**config.mk**
```make
export PLATFORM = sky130hd
export DESIGN_NAME = mdio_transmitter
export DESIGN_NICKNAME = d
export VERILOG_FILES = /design/src/rtl/mdio_transmitter.sv
export SDC_FILE = /design/constraint.sdc
export NUM_CORES = 1
export LEC_CHECK = 0
export CORE_MARGIN = 1.5
export CORE_UTILIZATION = 45
export CTS_CLUSTER_DIAMETER = 50
export DETAILED_ROUTE_END_ITERATION = 6
export GPL_TIMING_DRIVEN = 1
export PLACE_DENSITY = 0.76
export SKIP_LAST_GASP = 1
export SYNTH_ARGS = -nofsm -noshare
export SYNTH_HDL_FRONTEND = slang
export SYNTH_SLANG_ARGS = --single-unit
```
**constraint.sdc**
```tcl
create_clock -name MDC -period 3.6 [get_ports MDC]
set_clock_uncertainty 0.05 [all_clocks]
set_input_delay 0.36 -clock MDC [delete_from_list [all_inputs] [get_ports MDC]]
set_output_delay 0.36 -clock MDC [all_outputs]
set_load 0.01 [all_outputs]
```
**src/rtl/mdio_transmitter.sv**
```systemverilog
// MDIO management-station transmitter: serialises Clause-22 frames on MDC,
// with optional preamble, and captures 16 bits of read data after turnaround.
module mdio_transmitter #(
  parameter int PRE_BITS = 32
) (
  input  logic        MDC,
  input  logic        RESET,
  input  logic        MDIO_START,
  input  logic [31:0] T_DATA,
  input  logic        MDIO_IN,
  output logic        MDIO_OUT,
  output logic        MDIO_OE,
  output logic        MDIO_DONE,
  output logic [15:0] RD_DATA,
  output logic        DATA_RDY,
  output logic        BUSY,
  output logic        ERR
);

  localparam logic [2:0] IDLE  = 3'd0;
  localparam logic [2:0] PRE   = 3'd1;
  localparam logic [2:0] HDR   = 3'd2;
  localparam logic [2:0] WDATA = 3'd3;
  localparam logic [2:0] TA_R  = 3'd4;
  localparam logic [2:0] RDATA = 3'd5;
  localparam logic [2:0] DONE  = 3'd6;

  localparam logic [5:0] PRE_LAST = 6'(PRE_BITS - 1);

  // state names the phase that the next edge will put on the line
  logic [2:0]  state;
  logic [31:0] tx_sr;
  logic [15:0] rx_sr;
  logic [5:0]  bit_cnt;
  logic [5:0]  pre_cnt;
  logic        is_read;
  logic        req_ok;

  assign req_ok = (T_DATA[31:30] == 2'b01) &&
                  ((T_DATA[29:28] == 2'b01) || (T_DATA[29:28] == 2'b10));

  always_ff @(posedge MDC) begin
    if (RESET) begin
      state     <= IDLE;
      tx_sr     <= '0;
      rx_sr     <= '0;
      bit_cnt   <= '0;
      pre_cnt   <= '0;
      is_read   <= 1'b0;
      MDIO_OUT  <= 1'b0;
      MDIO_OE   <= 1'b0;
      MDIO_DONE <= 1'b0;
      RD_DATA   <= '0;
      DATA_RDY  <= 1'b0;
      BUSY      <= 1'b0;
      ERR       <= 1'b0;
    end else begin
      MDIO_DONE <= 1'b0;
      DATA_RDY  <= 1'b0;
      ERR       <= 1'b0;
      case (state)
        IDLE: begin
          MDIO_OE  <= 1'b0;
          MDIO_OUT <= 1'b0;
          BUSY     <= 1'b0;
          if (MDIO_START) begin
            if (req_ok) begin
              tx_sr   <= T_DATA;
              is_read <= (T_DATA[29:28] == 2'b10);
              BUSY    <= 1'b1;
              pre_cnt <= '0;
              bit_cnt <= '0;
              state   <= (PRE_BITS == 0) ? HDR : PRE;
            end else begin
              ERR <= 1'b1;
            end
          end
        end
        PRE: begin
          MDIO_OE  <= 1'b1;
          MDIO_OUT <= 1'b1;
          pre_cnt  <= pre_cnt + 6'd1;
          if (pre_cnt == PRE_LAST) state <= HDR;
        end
        HDR: begin
          MDIO_OE  <= 1'b1;
          MDIO_OUT <= tx_sr[31];
          tx_sr    <= {tx_sr[30:0], 1'b0};
          bit_cnt  <= bit_cnt + 6'd1;
          if (bit_cnt == 6'd13) state <= is_read ? TA_R : WDATA;
        end
        WDATA: begin
          // turnaround is always 2'b10 on writes, whatever the request held
          MDIO_OE  <= 1'b1;
          MDIO_OUT <= (bit_cnt == 6'd14) ? 1'b1 :
                      (bit_cnt == 6'd15) ? 1'b0 : tx_sr[31];
          tx_sr    <= {tx_sr[30:0], 1'b0};
          bit_cnt  <= bit_cnt + 6'd1;
          if (bit_cnt == 6'd31) state <= DONE;
        end
        TA_R: begin
          MDIO_OE  <= 1'b0;
          MDIO_OUT <= 1'b0;
          bit_cnt  <= bit_cnt + 6'd1;
          if (bit_cnt == 6'd15) state <= RDATA;
        end
        RDATA: begin
          MDIO_OE  <= 1'b0;
          MDIO_OUT <= 1'b0;
          rx_sr    <= {rx_sr[14:0], MDIO_IN};
          bit_cnt  <= bit_cnt + 6'd1;
          if (bit_cnt == 6'd31) state <= DONE;
        end
        DONE: begin
          MDIO_OE   <= 1'b0;
          MDIO_OUT  <= 1'b0;
          MDIO_DONE <= 1'b1;
          if (is_read) begin
            RD_DATA  <= rx_sr;
            DATA_RDY <= 1'b1;
          end
          state <= IDLE;
        end
        default: state <= IDLE;
      endcase
    end
  end

endmodule

```
==> results.md, run 1 <==
- Max_cap viols: 0
- First-pass GRT wire length: roughly 12 mm
- Count of pins over their slew limit: 0
- Num CTS Buffers: 9
- Hold_buf cts: 0
- Top post-synthesis cells by area: dfxtp_1, mux2i_1, nand2_1
- Min-Delay Path Class: reg2reg
- Drt first pass iters: 5
- Largest family of logic cells by synthesized area: simple AND/OR/NAND/NOR gates
- Avg Inst Size Synth: slightly below 9 um2
- Met3 usage: 3.74%
- Ports: between 50 and 60
- Crit start category: input pin
- Hold Path Depth: 2
- Total track usage: 17.8%
- Fin nets: between 500 and 600
- FF/Latch Area: 0.00172 mm2
- Post-synthesis adder-cell area fraction: roughly 1.7%
- RR Startpoint: state[1]
- Drt wl/cell: between 10 and 15 um
- DIE AREA: slightly below 0.009 mm2
- Clk sinks: 86
- Leakage power: 0.00168 uW
- P&R area growth vs syn: 21.0%
- Ys async rst share: 0%
- Yosys warning total: 0
- Fillcell total: just over 700
- Post-route minimum period: about 2400 ps
- Drt total wl: 7.34 mm
- Data arrival time of the critical path: between 2000 and 3000 ps
- Post-CTS setup buffers: 0
- Fraction of the mapped netlist area in compound gates: a little under a fifth
- RSZ-0062 raised after global routing: no
- Met1 usage: a little over a fifth
- Worst Setup End Kind: flip-flop
- H-tree levels: 3
- Via density: between 5 and 6
- Sequential area share after synthesis: between 40% and 50%
- Total grt overflow: 0
- Top FF cell, synth: dfxtp_1
- Synth Instances: between 400 and 500
- Proportion of synthesized area in mux cells: 8.44%
- Die extent in y: between 90 and 100 um
- Setup TNS: 0 ps
- Share of the synthesized area in the top cell type: a little under half
- GR Util met2: a little under a third
- Cell variety after synth: between 40 and 50
- Ant diodes: 0
- CTS tree: done
- EDFF count, synth: 0
- Dpl hpwl: roughly 5 mm
- Outcome: completed
- Post-synth top cells: dfxtp_1, nand2_1, nor2_1, a21oi_1
- Clk_lat worst skew: 360 ps
- # rows: 32
- DRT iter0 DRCs: between 200 and 250
- Pwr dens: a little under 500 mW/mm2
- Largest net degree at the start of global routing: 62
- Clock buffer depth: 2
- Crit path max fanout: 61
- Worst Hold Launch: RD_DATA[15]
- Final setup viols: 0
- Max_slew headroom: 29.2%
- Post-route DRC: 0
- Synth area leader: dfxtp_1
- Via count: 3033
- Synthesized cell area: roughly 0.0037 mm2
- Crit share post-route: between 60% and 70%
- GPL Wtd Cong: 0.782
- Multi-input logic area: 0.00176 mm2
- Core area: about 0.008 mm2
- Initial Util: a little under half
- Post-Synth Simple-Gate Area: 18.4%
- Synth Register Bits: 86
- Die span in x: slightly above 90 um
- Hold Vio Cnt, Final: 0
- Busiest grt layer: met2
- Worst Tran Pin Value: ~1100 ps
- Vias in the first global route: between 2000 and 3000
- Root Buffer: clkbuf_8
- Dpl ws: between 700 and 800 ps
- Setup slack, reg-to-reg: roughly 1200 ps
- CTS resizes: 0
- Proportion of layout cells with a drive suffix above 1: under 10%
- Worst-path clk slew: approximately 90 ps
- Hold EP: RD_DATA[15]
- Worst reg2reg path endpoint: state[2]
- Max Fclk: between 400 and 500 MHz
- Setup ws final: 1170 ps
- CP required: 3810 ps
- Reg2Reg Depth: 5
- Most common cell in the netlist: dfxtp_1
- Port buffer count: 57
- Post-route ant nets: 0
- Synth Area in XOR/XNOR: less than 1%
- Initial antenna violation count: 0
- Setup Crit Path Kind: in2reg
- Post-Syn Nets: ~470
- Max VDD drop: approximately 0.27 mV
power by group:
group	switching (uW)	total, uW	internal (uW)
logic	220	431	211
registers	66.8	1100	1030
clock network	384	658	274
cell families (layout without fill, tap and decap cells):
logic type	count (synthesis)	after routing
mux	31	31
fa+ha+maj	5	5
simple gates	157	157
compound gates	102	102
flops	86	86
xor+xnor	4	4
buf+inv	39	84
critical path, stage by stage:
cell	delay (ps)
clkdlybuf4s50_1	490
inv_1	50
ha_1	290
nand4bb_1	280
nor2_1	220
o21ba_2	150
buf_4	470
nor2_1	80
a211oi_1	230
state kept, by name, indices dropped and copies added, names as in the netlist:
signal,count
MDIO_OE,1
pre_cnt,6
BUSY,1
bit_cnt,6
is_read,1
rx_sr,16
MDIO_OUT,1
DATA_RDY,1
ERR,1
tx_sr,32
state,3
MDIO_DONE,1
RD_DATA,16
cell type report:
cell class | instances | area share, %
multi-input combinational | 299 | 39.7
sequential | 86 | 38.7
timing repair buffer | 60 | 13.2
tap | 102 | 2.87
clock buffer | 9 | 2.78
clock inverter | 7 | 1.80
inverter | 8 | 0.984
worst max path at each step:
stage               startpoint         to  slack [ps]  cells past startpoint
floorplan           T_DATA[28]  tx_sr[10]        1730                      9
global placement    T_DATA[28]  tx_sr[17]         920                      9
detailed placement  T_DATA[28]  tx_sr[13]         780                      9
CTS                 T_DATA[28]  tx_sr[13]        1160                      9
global route        T_DATA[28]   tx_sr[5]         920                      9
finish              T_DATA[28]  tx_sr[13]        1170                      9
placed cells by master (no fill, tap or decap), types with 3 or more instances in the layout:
master	netlist	final
clkdlybuf4s50_1	0	56
o21ai_0	3	3
a311oi_1	5	5
clkbuf_8	0	9
nor2_1	54	54
a211oi_1	31	31
ha_1	5	5
a21oi_1	46	46
xor2_1	3	3
dfxtp_1	86	86
nand2b_1	5	4
nand2_1	74	74
buf_4	4	3
and3_1	3	3
nand3_1	4	4
mux2i_1	31	31
inv_1	6	6
layer usage:
layer	up-vias	routed length, um	share of wire [%]
li1	1560	-	-
met1	1389	3500	48
met2	75	3370	46
met3	9	364	5.0
met4	0	102	1.4
met5	-	0	0
metrics by stage:
step / hold WS (ps) / area [um2] / power (uW) / utilization [%] / instances
after detailed placement: 398 / 4250 / 1550 / 54.4 / 555
after global routing: 428 / 4450 / 2300 / 57.0 / 571
after floorplan: 381 / 3680 / 1440 / - / 424
after CTS: 413 / 4450 / 2210 / 57.0 / 571
final: 409 / 4450 / 2190 / 57.0 / 571
after global placement: 394 / 4250 / 1530 / 54.4 / 555
(Power assumes the default switching activity.)
==> run 2, diff against run 1 <==
--- a/config.mk
+++ b/config.mk
@@ -10,7 +10,7 @@
 export CTS_CLUSTER_DIAMETER = 50
 export DETAILED_ROUTE_END_ITERATION = 6
 export GPL_TIMING_DRIVEN = 1
-export PLACE_DENSITY = 0.76
+export PLACE_DENSITY = 0.78
 export SKIP_LAST_GASP = 1
 export SYNTH_ARGS = -nofsm -noshare
 export SYNTH_HDL_FRONTEND = slang
==> constraint.sdc (replaced) <==
create_clock -name MDC -period 2.2 [get_ports MDC]
set_clock_uncertainty 0.05 [all_clocks]
set_input_delay 0.22 -clock MDC [delete_from_list [all_inputs] [get_ports MDC]]
set_output_delay 0.22 -clock MDC [all_outputs]
set_load 0.01 [all_outputs]
==> run 2 against run 1 <==
Effect of this change: critical endpoint is now tx_sr[1]; clock-buffer cell count unchanged; critical path depth unchanged; combinational power rose by 78%; sequential power up 63%.
==> results.md, run 2 (synthesized netlist as in run 1, its figures left out) <==
- Outcome: completed
- Highest routed metal layer: met4
- H-tree levels: 3
- Dpl ws: -93.2 ps
- Drt total wl: slightly below 8 mm
- Ant diodes: 0
- Total track usage: 18.9%
- Most common cell after layout, fill and taps aside: dfxtp_1
- GPL Wtd Cong: 0.848
- Final setup viols: 0
- Worst Tran Pin Value: around 550 ps
- Drt first pass iters: 4
- Worst Setup End Kind: flip-flop
- Largest Register: tx_sr
- Switching pwr: roughly 1100 uW
- Max Fclk: ~520 MHz
- Largest net degree at the start of global routing: 42
- Worst-path clk slew: approximately 90 ps
- Most frequent cells in the layout: dfxtp_1, nand2_1, clkdlybuf4s50_1
- Hold_buf cts: 0
- Leakage power: ~0.0018 uW
- Vias in the first global route: ~3000
- Die extent in y: roughly 93 um
- DRT iter0 DRCs: around 170
- P&R area growth vs syn: 24.9%
- Hold Vio Cnt, Final: 0
- Metal2 WL: roughly 3.6 mm
- Count of pins over their slew limit: 0
- FF/Latch Area: ~0.0017 mm2
- Register share of total power: 49.0%
- CTS resizes: 0
- Via count: between 3000 and 4000
- Clk sinks: 86
- Ports: 58
- Initial antenna violation count: 0
- CTS tree: done
- Max_slew headroom: between 60% and 70%
- Min-Delay Path Class: in2reg
- Dpl hpwl: between 5 and 6 mm
- Clock Power Share: between 30% and 40%
- Top flop regs: tx_sr (32), RD_DATA (16), rx_sr (16)
- CP required: ~2400 ps
- RSZ-0062 raised after global routing: no
- Fin nets: a little over 500
- Die span in x: between 90 and 100 um
- First-pass GRT wire length: 13.2 mm
- Port buffer count: 57
- Multi-input logic area: about 0.0018 mm2
- Total grt overflow: 0
- DIE AREA: slightly below 0.009 mm2
- Clk_lat worst skew: ~360 ps
- Setup ws final: roughly 280 ps
- Crit start category: input pin
- Pwr dens: 799 mW/mm2
- Wl on met1: 3.55 mm
- Internal: roughly 2500 uW
- Initial Util: between 40% and 50%
- Most used cell, CP: nor2_1
- Post-route DRC: 0
- Post-route minimum period: 1920 ps
- Drt wl/cell: approximately 13 um
- Setup slack, reg-to-reg: about 300 ps
- Critical-path top delay cell: clkdlybuf4s50_1
- Via density: around 5.3
- Proportion of layout cells with a drive suffix above 1: 9.11%
- Core area: about 0.008 mm2
- Setup Crit Path Kind: in2reg
- # rows: 32
- Num CTS Buffers: 9
- Post-route ant nets: 0
- Logic gate share of total power: 21.0%
- Max VDD drop: about 0.43 mV
- Clock buffer depth: 2
- Crit path max fanout: 37
- Crit share post-route: ~87%
- Max_cap viols: 0
- Met3 wire len: between 400 and 500 um
- Post-CTS setup buffers: 0
- Data arrival time of the critical path: 2140 ps
- Setup TNS: 0 ps
- Final Core Density: 58.8%
- Cell Chain, Critical Path: clkdlybuf4s50_1 -> inv_1 -> ha_1 -> nand4bb_1 -> nor2_1 -> o21ba_2 -> buf_12 -> nor2_1 -> a211oi_1
- Switching Share: a little under a third
- Largest stage delay on the critical path: 490 ps
- Fillcell total: roughly 700
- Max FFs per register: 32
- Root Buffer: clkbuf_8
## run 2: cell count changes in the layout (fill, tap and decap cells not counted)
cell,previous run,this run
inv_8,2,1
clkinvlp_4,1,0
buf_4,3,14
buf_12,0,3
inv_6,0,2
## run 2: cell type report
| type | instances | area share, % |
|---|---|---|
| clock buffers | 9 | 2.70 |
| clock inverters | 7 | 1.72 |
| inverters | 8 | 0.954 |
| multi-input cells | 299 | 38.4 |
| flip-flops and latches | 86 | 37.5 |
| well taps | 102 | 2.78 |
| repair buffers | 74 | 15.9 |
## run 2: worst paths after layout
path,start,to,cells after the start
hold reg to reg,RD_DATA[8],RD_DATA[8],2
setup reg to reg,state[2],tx_sr[1],4
hold / removal,RESET,tx_sr[0],2
setup / recovery,T_DATA[28],tx_sr[1],9
## run 2: per-stage QoR
stage / instance area, um2 / instances / power (uW) / hold WS (ps)
2_1_floorplan: 3680 / 424 / 2360 / 306
3_3_place_gp: 4390 / 569 / 2570 / 393
3_5_place_dp: 4390 / 569 / 2590 / 396
4_1_cts: 4590 / 585 / 3700 / 230
5_1_grt: 4590 / 585 / 3880 / 286
6_report: 4590 / 585 / 3670 / 246
## run 2: per-layer routing
metal / up-vias / track usage (%)
li1: 1583 / -
met3: 8 / 6.67
met4: 0 / 5.05
met5: - / 0
met1: 1435 / 23.0
met2: 73 / 31.5
## run 2: critical path, delay by kind of cell
kind / cells / cell delay [ps]
AO/OA/AOI/OAI: 2 / 440
adder cells (fa/ha/maj): 1 / 290
buffers and inverters: 3 / 730
AND/OR/NAND/NOR: 3 / 440
## run 2: power groups by stage
stage	Clock (uW)	Combinational (uW)	Sequential (uW)
2_1_floorplan	0	571	1790
3_3_place_gp	0	743	1830
3_5_place_dp	0	765	1830
4_1_cts	1130	771	1800
5_1_grt	1200	861	1820
6_report	1100	769	1790
